[src/rtl/wd_tx_frame_ctrl.sv]
// Watchdog TX frame sequencer: streams tx_len buffer bytes followed by a 2-byte FCS16 trailer.
// Latency: first payload byte valid 3 cycles after tx_req accept, then 3 cycles per byte, FCS bytes back-to-back.
// Backpressure: tx_rdy low holds the current byte (data stable); optional stall timeout aborts the frame.
//
// Optional feature macro: WD_TX_RDY_TMO_EN (ready-stall timeout of TMO_CYC cycles).
//
// Ports:
//   clk_sys, rst_sys_n             clock, asynchronous active-low reset
//   tx_req, tx_len                 frame request and payload length (sampled in IDLE)
//   tx_busy, tx_done, tx_err       scheduler status (done/err are 1-cycle pulses)
//   pld_rd_en, pld_rd_addr         frame buffer read port (1-cycle read latency)
//   pld_rd_data                    frame buffer read data
//   crc_sop, crc_din, crc_din_vld  FCS16 engine init / data / update strobe
//   crc_cap, crc_dout              FCS16 engine capture strobe / captured value
//   tx_data, tx_vld, tx_sof,
//   tx_eof, tx_rdy                 output byte stream (valid/ready)

module wd_tx_frame_ctrl #(
    parameter int LEN_W   = 8,
    parameter int TMO_CYC = 1024
) (
    input  logic             clk_sys,
    input  logic             rst_sys_n,
    input  logic             tx_req,
    input  logic [LEN_W-1:0] tx_len,
    output logic             tx_busy,
    output logic             tx_done,
    output logic             tx_err,
    output logic             pld_rd_en,
    output logic [LEN_W-1:0] pld_rd_addr,
    input  logic [7:0]       pld_rd_data,
    output logic             crc_sop,
    output logic [7:0]       crc_din,
    output logic             crc_din_vld,
    output logic             crc_cap,
    input  logic [15:0]      crc_dout,
    output logic [7:0]       tx_data,
    output logic             tx_vld,
    output logic             tx_sof,
    output logic             tx_eof,
    input  logic             tx_rdy
);

    typedef enum logic [2:0] {
        S_IDLE,
        S_SOP,
        S_WT,
        S_SEND,
        S_RD,
        S_FCS_HI,
        S_FCS_LO
    } state_t;

    localparam logic [LEN_W-1:0] ONE = {{(LEN_W-1){1'b0}}, 1'b1};

    state_t           r_state;
    logic [LEN_W-1:0] r_len;
    logic [LEN_W-1:0] r_idx;
    logic [7:0]       r_byte;
    logic             r_tx_vld;
    logic             r_tx_sof;
    logic             r_tx_eof;
    logic             r_busy;
    logic             r_done;
    logic             r_err;
    logic             r_crc_sop;
    logic             r_rd_en;
    logic [LEN_W-1:0] r_rd_addr;

    logic             w_hs;
    logic             w_last;
    logic             w_din_vld;
    logic             w_tmo;
    logic [7:0]       w_tx_data;

    assign w_hs      = r_tx_vld & tx_rdy;
    assign w_last    = (r_idx == (r_len - ONE));
    assign w_din_vld = (r_state == S_SEND) & w_hs;

    // The FCS is captured by the engine on the same edge that leaves SEND,
    // so the trailer bytes are taken straight from crc_dout rather than
    // through r_byte; crc_dout holds while we stall.
    always_comb begin
        w_tx_data = r_byte;
        case (r_state)
            S_FCS_HI: w_tx_data = crc_dout[15:8];
            S_FCS_LO: w_tx_data = crc_dout[7:0];
            default:  w_tx_data = r_byte;
        endcase
    end

`ifdef WD_TX_RDY_TMO_EN
    localparam int CNT_W = $clog2(TMO_CYC + 1);

    logic [CNT_W-1:0] r_stall_cnt;

    // Abort on the TMO_CYC-th consecutive stall cycle.
    assign w_tmo = r_tx_vld & ~tx_rdy & (r_stall_cnt == CNT_W'(TMO_CYC - 1));

    always_ff @(posedge clk_sys or negedge rst_sys_n) begin
        if (!rst_sys_n) begin
            r_stall_cnt <= '0;
        end else if (!r_tx_vld || tx_rdy) begin
            r_stall_cnt <= '0;
        end else begin
            r_stall_cnt <= r_stall_cnt + 1'b1;
        end
    end
`else
    logic w_unused_tmo;

    assign w_tmo        = 1'b0;
    assign w_unused_tmo = (TMO_CYC != 0);
`endif

    always_ff @(posedge clk_sys or negedge rst_sys_n) begin
        if (!rst_sys_n) begin
            r_state   <= S_IDLE;
            r_len     <= '0;
            r_idx     <= '0;
            r_byte    <= '0;
            r_tx_vld  <= 1'b0;
            r_tx_sof  <= 1'b0;
            r_tx_eof  <= 1'b0;
            r_busy    <= 1'b0;
            r_done    <= 1'b0;
            r_err     <= 1'b0;
            r_crc_sop <= 1'b0;
            r_rd_en   <= 1'b0;
            r_rd_addr <= '0;
        end else begin
            // Single-cycle strobes default low.
            r_done    <= 1'b0;
            r_err     <= 1'b0;
            r_crc_sop <= 1'b0;
            r_rd_en   <= 1'b0;

            if (w_tmo) begin
                r_tx_vld <= 1'b0;
                r_tx_sof <= 1'b0;
                r_tx_eof <= 1'b0;
                r_err    <= 1'b1;
                r_busy   <= 1'b0;
                r_state  <= S_IDLE;
            end else begin
                case (r_state)
                    S_IDLE: begin
                        if (tx_req) begin
                            if (tx_len == '0) begin
                                r_err <= 1'b1;
                            end else begin
                                r_len     <= tx_len;
                                r_idx     <= '0;
                                r_busy    <= 1'b1;
                                r_crc_sop <= 1'b1;
                                r_rd_en   <= 1'b1;
                                r_rd_addr <= '0;
                                r_state   <= S_SOP;
                            end
                        end
                    end
                    S_SOP: begin
                        r_state <= S_WT;
                    end
                    S_WT: begin
                        r_byte   <= pld_rd_data;
                        r_tx_vld <= 1'b1;
                        r_tx_sof <= (r_idx == '0);
                        r_state  <= S_SEND;
                    end
                    S_SEND: begin
                        if (tx_rdy) begin
                            r_tx_sof <= 1'b0;
                            if (w_last) begin
                                // Valid stays high: the FCS high byte follows immediately.
                                r_state <= S_FCS_HI;
                            end else begin
                                r_tx_vld  <= 1'b0;
                                r_idx     <= r_idx + ONE;
                                r_rd_en   <= 1'b1;
                                r_rd_addr <= r_idx + ONE;
                                r_state   <= S_RD;
                            end
                        end
                    end
                    S_RD: begin
                        r_state <= S_WT;
                    end
                    S_FCS_HI: begin
                        if (tx_rdy) begin
                            r_tx_eof <= 1'b1;
                            r_state  <= S_FCS_LO;
                        end
                    end
                    S_FCS_LO: begin
                        if (tx_rdy) begin
                            r_tx_vld <= 1'b0;
                            r_tx_eof <= 1'b0;
                            r_done   <= 1'b1;
                            r_busy   <= 1'b0;
                            r_state  <= S_IDLE;
                        end
                    end
                    default: begin
                        r_state <= S_IDLE;
                    end
                endcase
            end
        end
    end

    assign tx_busy     = r_busy;
    assign tx_done     = r_done;
    assign tx_err      = r_err;
    assign pld_rd_en   = r_rd_en;
    assign pld_rd_addr = r_rd_addr;
    assign crc_sop     = r_crc_sop;
    assign crc_din     = w_tx_data;
    assign crc_din_vld = w_din_vld;
    assign crc_cap     = w_din_vld & w_last;
    assign tx_data     = w_tx_data;
    assign tx_vld      = r_tx_vld;
    assign tx_sof      = r_tx_sof;
    assign tx_eof      = r_tx_eof;

endmodule
[config.mk]
export PLATFORM = sky130hd
export DESIGN_NAME = wd_tx_frame_ctrl
export DESIGN_NICKNAME = d
export VERILOG_FILES = /design/src/rtl/wd_tx_frame_ctrl.sv
export SDC_FILE = /design/constraint.sdc
export NUM_CORES = 1
export LEC_CHECK = 0
export ABC_CLOCK_PERIOD_IN_PS = 4600
export BUFFER_PORTS_ARGS = -buffer_cell sky130_fd_sc_hd__buf_4
export CORE_MARGIN = 3
export CORE_UTILIZATION = 30
export DETAILED_ROUTE_END_ITERATION = 16
export GPL_TIMING_DRIVEN = 0
export PLACE_DENSITY = 0.57
export RECOVER_POWER = 50
export SYNTH_ARGS = -nofsm -noshare
export SYNTH_HDL_FRONTEND = slang
export SYNTH_SLANG_ARGS = --single-unit
[constraint.sdc]
create_clock -name clk_sys -period 4.6 [get_ports clk_sys]
set_input_delay 0 -clock clk_sys [delete_from_list [all_inputs] [get_ports clk_sys]]
set_output_delay 0 -clock clk_sys [all_outputs]
set_load 0.01 [all_outputs]
==> results of run 1 <==
[repair_timing]
action,4_1_cts,5_1_grt
hold buffers,18,0
gates resized for setup,0,0
hold endpoints to repair,52,0
[routing by layer]
layer | GRT usage | wire length (um) | up-vias
met5 | 0 | 0 | -
met1 | 0.182 | 2460 | 904
met4 | 0.0419 | 48 | 0
li1 | - | - | 976
met3 | 0.0341 | 387 | 7
met2 | 0.259 | 2610 | 60
[cell type report]
cell class | instances | share of cell area
Clock inverter | 2 | 0.0205
Buffer | 18 | 0.0410
Inverter | 9 | 0.0115
Multi-Input combinational cell | 166 | 0.357
Sequential cell | 35 | 0.299
Timing Repair Buffer | 86 | 0.214
Clock buffer | 6 | 0.0248
Tap cell | 77 | 0.0329
[through the flow]
step | hold slack, ns | instances | util | worst slack [ns] | total power [mW]
floorplan | -0.296 | 228 | - | 2.30 | 1.30
global placement | -0.0140 | 373 | 0.411 | 2.14 | 1.70
detailed placement | -0.0117 | 373 | 0.411 | 2.09 | 1.72
CTS | 0.0876 | 399 | 0.459 | 2.07 | 2.08
global route | 0.124 | 399 | 0.449 | 1.84 | 2.21
finish | 0.105 | 399 | 0.449 | 2.05 | 2.02
[registers in the layout, summed over array words and instances (netlist names)]
| name | count |
|---|---|
| crc_sop | 1 |
| pld_rd_addr | 8 |
| pld_rd_en | 1 |
| r_byte | 8 |
| r_len | 8 |
| r_state | 3 |
| tx_busy | 1 |
| tx_done | 1 |
| tx_eof | 1 |
| tx_err | 1 |
| tx_sof | 1 |
| tx_vld | 1 |
[kinds of logic after synthesis]
group / count (synthesis)
and+or+nand+nor: 86
AOI/OAI and AO/OA: 52
DFF: 35
buffers and inverters: 27
muxes: 14
xor gates and xnor gates: 11
adders and majority gates: 3
[power by group through the flow]
stage | Combinational (mW) | Sequential, mW | Clock [mW]
4_1_cts | 1.18 | 0.555 | 0.339
3_3_place_gp | 1.15 | 0.558 | 0
6_report | 1.13 | 0.553 | 0.331
3_5_place_dp | 1.17 | 0.560 | 0
2_1_floorplan | 0.751 | 0.552 | 0
5_1_grt | 1.28 | 0.574 | 0.355
[worst max path at each step]
| stage | startpoint | slack [ns] | cells past startpoint | to |
|---|---|---|---|---|
| after detailed placement | r_len[0]$_DFFE_PN0P_ | 2.09 | 10 | pld_rd_addr[7]$_DFFE_PN0P_ |
| final | r_len[0]$_DFFE_PN0P_ | 2.05 | 10 | pld_rd_addr[7]$_DFFE_PN0P_ |
| after global placement | r_len[0]$_DFFE_PN0P_ | 2.14 | 9 | pld_rd_addr[6]$_DFFE_PN0P_ |
| after global routing | r_len[0]$_DFFE_PN0P_ | 1.84 | 10 | pld_rd_addr[6]$_DFFE_PN0P_ |
| after floorplan | r_len[0]$_DFFE_PN0P_ | 2.30 | 10 | pld_rd_addr[7]$_DFFE_PN0P_ |
| after CTS | r_len[0]$_DFFE_PN0P_ | 2.07 | 9 | crc_cap |
[synth_stat cells (2+ instances only)]
cell type,instances
dfrtp_1,35
nand2_1,33
nor2_1,21
a21oi_1,15
o21ai_0,13
mux2_2,10
buf_4,8
inv_1,8
o22ai_1,8
clkbuf_1,7
xor2_1,7
nand2b_1,6
nand3_1,6
mux2i_1,4
nor4_1,4
xnor2_1,4
a211oi_1,3
buf_6,3
ha_1,3
nor3_1,3
and2_1,2
nor3b_1,2
o31ai_1,2
[critical path, cell delays in order, from the launching register on]
cell and delay, ns:
dfrtp_1 0.43, inv_1 0.09, ha_1 0.21, buf_6 0.14, and2_1 0.16, o211a_1 0.19
o21ai_0 0.30, a2111o_1 0.24, o21ai_2 0.09, or4_1 0.48, a21oi_1 0.17
[layout by cell type, fill, tap and decap left out, types with 2 or more instances in the layout]
cell type and count:
buf_4 59, dfrtp_1 35, nand2_1 33, clkbuf_1 25, nor2_1 21, dlygate4sd3_1 18, a21oi_1 15, o21ai_0 13
mux2_2 10, inv_1 8, o22ai_1 8, xor2_1 7, nand2b_1 6, nand3_1 6, clkbuf_8 5, nor4_1 4
xnor2_1 4, mux2i_1 4, nor3_1 3, buf_6 3, a211oi_1 3, ha_1 3, nor3b_1 2, and2_1 2
o31ai_1 2, bufinv_16 2
==> summary.md, run 1 <==
| Metric | Value |
|---|---|
| Sequential Power Share | 0.274 |
| Clk Latency, worst-skew pair | about 0.29 ns |
| Netlist cell types | 44 |
| Crit path time final | ~2.5 ns |
| Max IR drop VDD | around 330 uV |
| Post-synth EDFFs | 0 |
| First-pass GRT wire length | about 9100 um |
| Avg Cell Area, Syn | 9.10 sq um |
| Synthesized instance count | roughly 230 |
| Synth Area in Compound Gates | 0.164 |
| Final Hold Fails | 0 |
| Leak pwr | 1.33 nW |
| PD cells | about 690 nW/um^2 |
| Max-cap violations | 1 |
| Largest family of logic cells by synthesized area | simple AND/OR/NAND/NOR gates |
| Async S/R FF share, synth | 1.00 |
| Sw Ratio | 0.408 |
| Rel. slew slack | -0.241 |
| Clock Tree Buf Depth | 2 |
| R2R Path End | pld_rd_addr[7]$_DFFE_PN0P_ |
| Vert. Die Dim | 89.2 um |
| WP data arrival | approximately 2.8 ns |
| Reg2Reg Setup Slack | between 2 and 2.5 ns |
| Vias | just under 2000 |
| Synth area leader | dfrtp_1 |
| CTS tree | built |
| Area delta synth->final | 41.2% |
| Final period utilization | 0.554 |
| Post-route cell area | approximately 2900 sq um |
| Crit Path Max Fanout | 8 |
| Nets@finish | 360 |
| Total routed wirelength | around 5500 um |
| Type of the worst setup path | register to register |
| Slew Limit Fails | 36 |
| Setup TNS | 0 ns |
| Clock Sinks | 35 |
| Vias/cell | around 5 |
| R2r worst-path depth | 10 |
| ANT nets after route | 0 |
| Startpoint Class | register |
| Seq cells post-synth | 35 |
| Die ar. | around 8000 sq um |
| Inserted Clock Buffers | 5 |
| Adder-cell share of the synthesized area | 0.0181 |
| Global Route Usage Sum | 0.148 |
| Share of layout cells above drive strength 1 | 0.270 |
| Critical Path RT | 4.82 ns |
| Switching power | around 820 uW |
| WHS Endpoint | tx_done$_DFF_PN0_ |
| Number of global-route vias before repair | around 2000 |
| Ant diodes | 0 |
| Dominant cells by area after synthesis | dfrtp_1 (42%), nand2_1 (6.0%), mux2_2 (5.4%) |
| Hold WC Path Type | primary input to register |
| Rows | 29 |
| Clk Tree Root Cell | clkbuf_8 |
| Final Setup Violations | 0 |
| FILL cells | around 650 |
| RSZ-0062 raised after global routing | false |
| Mapped Nets | 267 |
| Outcome | finished, violations left |
| Sequential fraction of the synthesis area | 0.422 |
| Failing checks | max-capacitance violations, max-slew violations |
| Starting density of the core | 0.318 |
| Mapped Area | just over 2000 sq um |
| Multi-input logic area | ~1000 sq um |
| Simple-gate area share of the yosys netlist | 0.202 |
| Top_reg_cell synth | dfrtp_1 |
| Yosys Warn Count | 0 |
| Pin count of the biggest net entering global routing | 36 |
| XOR/XNOR Fraction of Synth Area | 0.0464 |
| GP Congestion | 0.745 |
| Die X | around 89 um |
| Int Pwr | 1.19 mW |
| Reg-to-reg startpoint | r_len[0]$_DFFE_PN0P_ |
| Sequential cell area | 876 sq um |
| Hold path startpoint | tx_rdy |
| Buffers on Ports | 68 |
| Worst Hold Depth | 3 |
| Reg clk slew, reported paths | about 0.07 ns |
| TritonRoute pass-1 iters | 4 |
| Worst-margin pin slew | 1.86 ns |
| Drt drc | 0 |
| GRT overflow | 0 |
| Initial antenna violation count | 0 |
| Placed Area | between 2000 and 3000 sq um |
| Multiplexer share of the synthesized area | 0.0735 |
| Clk pwr share | 0.164 |
| Type of destination of the critical path | register |
| Core area | between 6000 and 7000 sq um |
| DR WL/cell | about 14 um |
| DP HPWL | about 4000 um |
| Synth top area share | 0.422 |
| DR iter-0 viols | 50 |
| Fmax | ~0.39 GHz |
| # Post-CTS Setup Buffers | 0 |
| Io pins | 70 |
| Comb pwr share | 0.562 |
| Final Skew | 0.00435 ns |
| Htree depth | 2 |
Power figures use the tool's default switching activity.
==> inputs of run 2 (changes only) <==
Settings changed: ABC_CLOCK_PERIOD_IN_PS 4600 to 2200, PLACE_DENSITY 0.57 to 0.59.
Clock period 4.6 ns to 2.2 ns, I/O delays scaled along.
==> run 2 against run 1 <==
  * The run ends with negative setup slack left
  * Utilization is 3.0 points higher
  * Clock power is 38% higher
  * Fmax up 15%
  * Count of clock-buffer cells in the layout unchanged
  * First-iteration DRC count grew 2.0%
  * Clock skew rose by 0.0039 ns
  * Sequential share of layout area shrank 1.8 points
  * Combinational power up 140%
  * Critical path depth decreased by 3
  * Cell area grew 6.7%
  * Sequential cell count stayed put
==> summary.md, run 2 (synthesis gave the netlist of run 1 again) <==
| Metric | Value |
|---|---|
| Crit Path Max Fanout | 4 |
| Die X | between 80 and 90 um |
| Max incr delay on CP | 0.44 ns |
| Final Total Pwr | roughly 4.4 mW |
| Setup WS post-layout | -0.0146 ns |
| Commonest non-fill, non-tap cell in the layout | buf_4 |
| Type of destination of the critical path | register |
| Die ar. | a little under 8000 sq um |
| Reg clk slew, reported paths | ~0.080 ns |
| GR peak layer | met2 |
| WP data arrival | 2.42 ns |
| Ant diodes | 0 |
| Final Hold Fails | 0 |
| FILL cells | ~650 |
| Clock Sinks | 35 |
| Share of layout cells above drive strength 1 | 0.387 |
| DP HPWL | 3970 um |
| TritonRoute pass-1 iters | 4 |
| Nets@finish | 369 |
| R2r worst-path depth | 7 |
| CTS tree | built |
| RSZ-0062 raised after global routing | true |
| Rel. slew slack | 0.419 |
| Global Route met2 Usage | 0.262 |
| Clk Tree Root Cell | clkbuf_8 |
| Global Route Usage Sum | 0.144 |
| Failing checks | negative setup slack |
| Total routed wirelength | 5710 um |
| Final period utilization | 1.01 |
| Fmax | between 0.4 and 0.5 GHz |
| Drt drc | 0 |
| Vias/cell | 4.91 |
| Met1 GRT Util | 0.177 |
| Final Skew | about 0.008 ns |
| Worst-margin pin slew | 0.872 ns |
| Crit path time final | between 2 and 2.5 ns |
| GP Congestion | about 0.75 |
| WP depth | 7 |
| Leak pwr | 1.40 nW |
| Worst Hold Depth | 4 |
| Pin count of the biggest net entering global routing | 36 |
| Io pins | 70 |
| Buffers on Ports | roughly 70 |
| Starting density of the core | 0.318 |
| Max-cap violations | 0 |
| PD cells | 1400 nW/um^2 |
| Initial antenna violation count | 0 |
| Hold WC Path Type | primary input to register |
| Area delta synth->final | 50.6% |
| CP cell instances | nor4_4, a211oi_1, a311oi_2, a2111o_1, o21ai_4, or4_1, a21oi_1 |
| Critical Path RT | roughly 2.4 ns |
| Max IR drop VDD | slightly below 600 uV |
| Number of global-route vias before repair | around 1900 |
| Critical path's top delay family | compound AO/OA/AOI/OAI gates |
| DR WL/cell | around 14 um |
| Startpoint Class | register |
| Vert. Die Dim | between 80 and 90 um |
| Most frequent cells in the layout | buf_4 (76), dfrtp_1 (33), nand2_1 (32) |
| Type of the worst setup path | register to register |
| Inserted Clock Buffers | 5 |
| GRT overflow | 0 |
| Worst path slowest cell | dfrtp_1 |
| Core area | between 6000 and 7000 sq um |
| Htree depth | 2 |
| Slew Limit Fails | 0 |
| Clock Tree Buf Depth | 2 |
| Vias | about 2000 |
| Filler-free cell count of the finished design | approximately 400 |
| DR iter-0 viols | 51 |
| Grt met3 use | 0.0276 |
| Final Setup Violations | 1 |
| Placed Cells | 373 |
| Outcome | finished, violations left |
| Rows | 29 |
| ANT nets after route | 0 |
| First-pass GRT wire length | 8940 um |
| CP Buf/Inv Count | 0 |
| Clk Latency, worst-skew pair | 0.29 ns |
[run 2: cell type report]
class	instances	area (sq um)	share of cell area
tap	77	96.3	0.0308
clock buffer	6	72.6	0.0232
clock inverter	2	12.5	0.00400
timing repair buffer	97	748	0.239
sequential	35	878	0.281
multi-input combinational	166	1170	0.376
inverter	9	37.5	0.0120
buffer	16	106	0.0340
[run 2: layer usage]
layer | part of all wire | vias up
met2 | 0.49 | 77
met4 | 0.0054 | 0
met3 | 0.070 | 5
met5 | 0 | -
li1 | - | 997
met1 | 0.43 | 926
[run 2: final timing paths]
kind                                              end                  from  slack [ns]
setup / recovery           pld_rd_addr[7]$_DFFE_PN0P_  r_len[5]$_DFFE_PN0P_       -0.01
hold / removal                       tx_err$_DFF_PN0_             tx_len[5]        0.08
setup reg to reg           pld_rd_addr[7]$_DFFE_PN0P_  r_len[5]$_DFFE_PN0P_       -0.01
hold reg to reg                   tx_busy$_DFFE_PN0P_   tx_busy$_DFFE_PN0P_        0.51
max in group asynchronous        r_len[3]$_DFFE_PN0P_             rst_sys_n        1.25
min in group asynchronous        r_len[5]$_DFFE_PN0P_             rst_sys_n        0.36
[run 2: per-stage QoR]
| step | hold slack [ns] | setup WS (ns) | cell area [sq um] | TNS (ns) | utilization |
|---|---|---|---|---|---|
| final | 0.0802 | -0.0146 | 3130 | -0.0146 | 0.479 |
| after global routing | 0.113 | -0.157 | 3130 | -0.762 | 0.479 |
| after CTS | 0.0664 | 0.00410 | 3040 | 0 | 0.466 |
| after detailed placement | -0.00900 | -0.159 | 2690 | -0.637 | 0.411 |
| after global placement | -0.0112 | -0.117 | 2690 | -0.372 | 0.411 |
| after floorplan | -0.296 | 0.00500 | 2080 | 0 | - |
[run 2: report_power, final]
part           internal (mW)  switching, mW  total [mW]
combinational           1.37           1.39        2.76
clock                  0.221          0.237       0.458
sequential             0.909          0.244        1.15
[run 2: worst min-delay path: stages]
cell,delay [ns]
buf_4,0.08
nor4_1,0.05
nand2_1,0.14
nor2_1,0.06
[run 2: what timing repair did]
item                                    CTS  global route
setup buffers                             6             5
endpoints found under the setup margin   26            43
resized for setup                         8            24
hold endpoints to repair                 52             0
pin swaps                                10             6
hold buffers                             18             0
==> inputs of run 3 (changes only) <==
Settings changed: ABC_CLOCK_PERIOD_IN_PS 2200 to 2000, REMOVE_ABC_BUFFERS from default to 1.
Clock period 2.2 ns to 2 ns, I/O delays scaled along.
==> run 3 against run 2 <==
  * The flow still finishes with violations (negative setup slack)
  * Non-clock buffer count down 13
  * Global-route usage rose by 0.45 points
  * Combinational power is 3% higher
  * Setup slack worse by 0.22 ns
  * Utilization shrank 1.0 points
  * Worst hold slack got worse by 0.046 ns
  * First-iteration DRC count rose by 76%
  * Sequential power up 23%
  * Register-to-register slack worse by 0.19 ns
  * Critical endpoint is now crc_cap
  * Largest cell class unchanged
==> summary.md, run 3 (synthesis gave the netlist of run 1 again) <==
| Metric | Value |
|---|---|
| Critical Path RT | 2.00 ns |
| Type of destination of the critical path | primary output |
| Vias | slightly below 2000 |
| Io pins | 70 |
| GP Congestion | 0.777 |
| Hold WC Path Type | primary input to register |
| Top cell by count, worst path | buf_4 |
| Critical path's top delay family | simple AND/OR/NAND/NOR gates |
| ANT nets after route | 0 |
| Total routed wirelength | about 5800 um |
| Worst path slowest cell | dfrtp_2 |
| DP HPWL | about 4000 um |
| Pin count of the biggest net entering global routing | 36 |
| Fmax | between 0.4 and 0.5 GHz |
| PD cells | between 1500 and 2000 nW/um^2 |
| Number of global-route vias before repair | 1904 |
| Htree depth | 2 |
| CTS tree | built |
| Type of the worst setup path | register to primary output |
| Sw Ratio | 0.441 |
| Failing checks | negative setup slack |
| Clock Tree Buf Depth | 2 |
| Final period utilization | 1.12 |
| DRT met1 WL | around 2600 um |
| Clk pwr share | 0.105 |
| Die ar. | just under 8000 sq um |
| CP cell instances | nor4_4, buf_4, a311oi_4, buf_4, a2111oi_4, and3_1, buf_4 |
| Clock Sinks | 35 |
| Int Pwr | roughly 2.7 mW |
| Reg clk slew, reported paths | about 0.07 ns |
| Max-cap violations | 0 |
| Hold WS | about 0.034 ns |
| Final Hold Fails | 0 |
| Max IR drop VDD | 709 uV |
| Inserted Clock Buffers | 5 |
| Startpoint Class | register |
| Starting density of the core | 0.318 |
| Crit path time final | approximately 2.2 ns |
| Slew Limit Fails | 0 |
| Worst-margin pin slew | around 0.88 ns |
| Global Route Usage Sum | 0.149 |
| Clk Tree Root Cell | clkbuf_8 |
| Nets@finish | 356 |
| Setup WS post-layout | -0.235 ns |
| Routed met3 length | roughly 170 um |
| Comb pwr share | 0.596 |
| WP data arrival | 2.24 ns |
| Clk Latency, worst-skew pair | around 0.28 ns |
| Share of layout cells above drive strength 1 | 0.377 |
| DR iter-0 viols | 90 |
| First-pass GRT wire length | between 9000 and 10000 um |
| Crit Path Max Fanout | 5 |
| Leak pwr | roughly 1.4 nW |
| Switching power | around 2.1 mW |
| Outcome | finished, violations left |
| Buffers on Ports | between 60 and 70 |
| RSZ-0062 raised after global routing | true |
| Rel. slew slack | 0.414 |
| DR WL/cell | approximately 15 um |
| Top Metal Used | met4 |
| Die X | between 80 and 90 um |
| Area delta synth->final | 47.4% |
| FILL cells | about 660 |
| TritonRoute pass-1 iters | 4 |
| Max incr delay on CP | 0.48 ns |
| Vert. Die Dim | just under 90 um |
| Post-place setup slack | -0.565 ns |
| Final Setup Violations | 11 |
| Rows | 29 |
| Drt drc | 0 |
| Met2 routed WL | ~3000 um |
| Commonest non-fill, non-tap cell in the layout | buf_4 |
| Ant diodes | 0 |
| Vias/cell | a little under 5 |
| Final Skew | around 0.0019 ns |
| Core area | 6530 sq um |
| GRT overflow | 0 |
| Most frequent cells in the layout | buf_4 (69), nand2_1 (33), dfrtp_1 (32) |
| Sequential Power Share | 0.299 |
| CP Buf/Inv Count | 3 |
| Initial antenna violation count | 0 |
==> run 3: cell count changes in the layout (fill, tap and decap cells not counted), moves of 2 or more <==
cell      before  now
nor2_2         0    2
buf_6          4    1
buf_4         76   69
nor2_1        21   19
nand2b_4       0    2
clkbuf_1      14   12
o21ai_0       11    9
==> run 3: path summary, 6_finish.rpt <==
kind	start	to	slack, ns	cells past startpoint
min	tx_rdy	tx_done$_DFF_PN0_	0.03	3
max in group asynchronous	rst_sys_n	r_len[2]$_DFFE_PN0P_	1.03	2
min in group asynchronous	rst_sys_n	r_byte[3]$_DFFE_PN0P_	0.38	2
max reg2reg	r_len[3]$_DFFE_PN0P_	pld_rd_addr[6]$_DFFE_PN0P_	-0.20	8
min reg2reg	tx_busy$_DFFE_PN0P_	tx_busy$_DFFE_PN0P_	0.50	2
max	r_len[3]$_DFFE_PN0P_	crc_cap	-0.24	7
==> run 3: repair_timing <==
item | in CTS | in global routing
setup buffers | 5 | 8
hold buffers | 18 | 0
endpoints found under the hold margin | 52 | 0
resized for setup | 23 | 18
pin swaps | 11 | 13
setup endpoints to repair | 46 | 37
==> run 3: metrics by stage <==
| stage | power, mW | setup TNS, ns | instance area (sq um) | cells | utilization |
|---|---|---|---|---|---|
| global route | 5.14 | -2.48 | 3060 | 395 | 0.469 |
| CTS | 4.53 | -1.22 | 2970 | 387 | 0.454 |
| finish | 4.76 | -1.42 | 3060 | 395 | 0.469 |
| floorplan | 2.76 | -1.23 | 1960 | 210 | - |
| detailed placement | 3.71 | -9.18 | 2570 | 356 | 0.393 |
| global placement | 3.66 | -8.53 | 2570 | 356 | 0.393 |
==> run 3: power groups by stage <==
stage               sequential, mW  combinational [mW]  clock, mW
finish                        1.42                2.84      0.500
global route                  1.49                3.10      0.552
CTS                           1.39                2.62      0.520
detailed placement            1.40                2.31          0
global placement              1.40                2.26          0
floorplan                     1.34                1.41          0
==> run 3: worst min-delay path, cell delays in order <==
cell and delay (ns):
buf_4 0.14, nand2_1 0.08, nor2_1 0.05
==> run 3: cell type report <==
cell class	instances	area, sq um	area share
clock buffer	6	72.6	0.0237
clock inverter	2	12.5	0.00409
timing repair buffer	100	756	0.247
tap	77	96.3	0.0315
sequential	35	880	0.287
multi-input combinational	166	1210	0.395
inverter	9	35.0	0.0114
==> run 3: routing by layer <==
metal,vias up,global-route usage
li1,967,-
met1,932,0.203
met2,30,0.246
met3,2,0.0230
met4,0,0.0365
met5,-,0
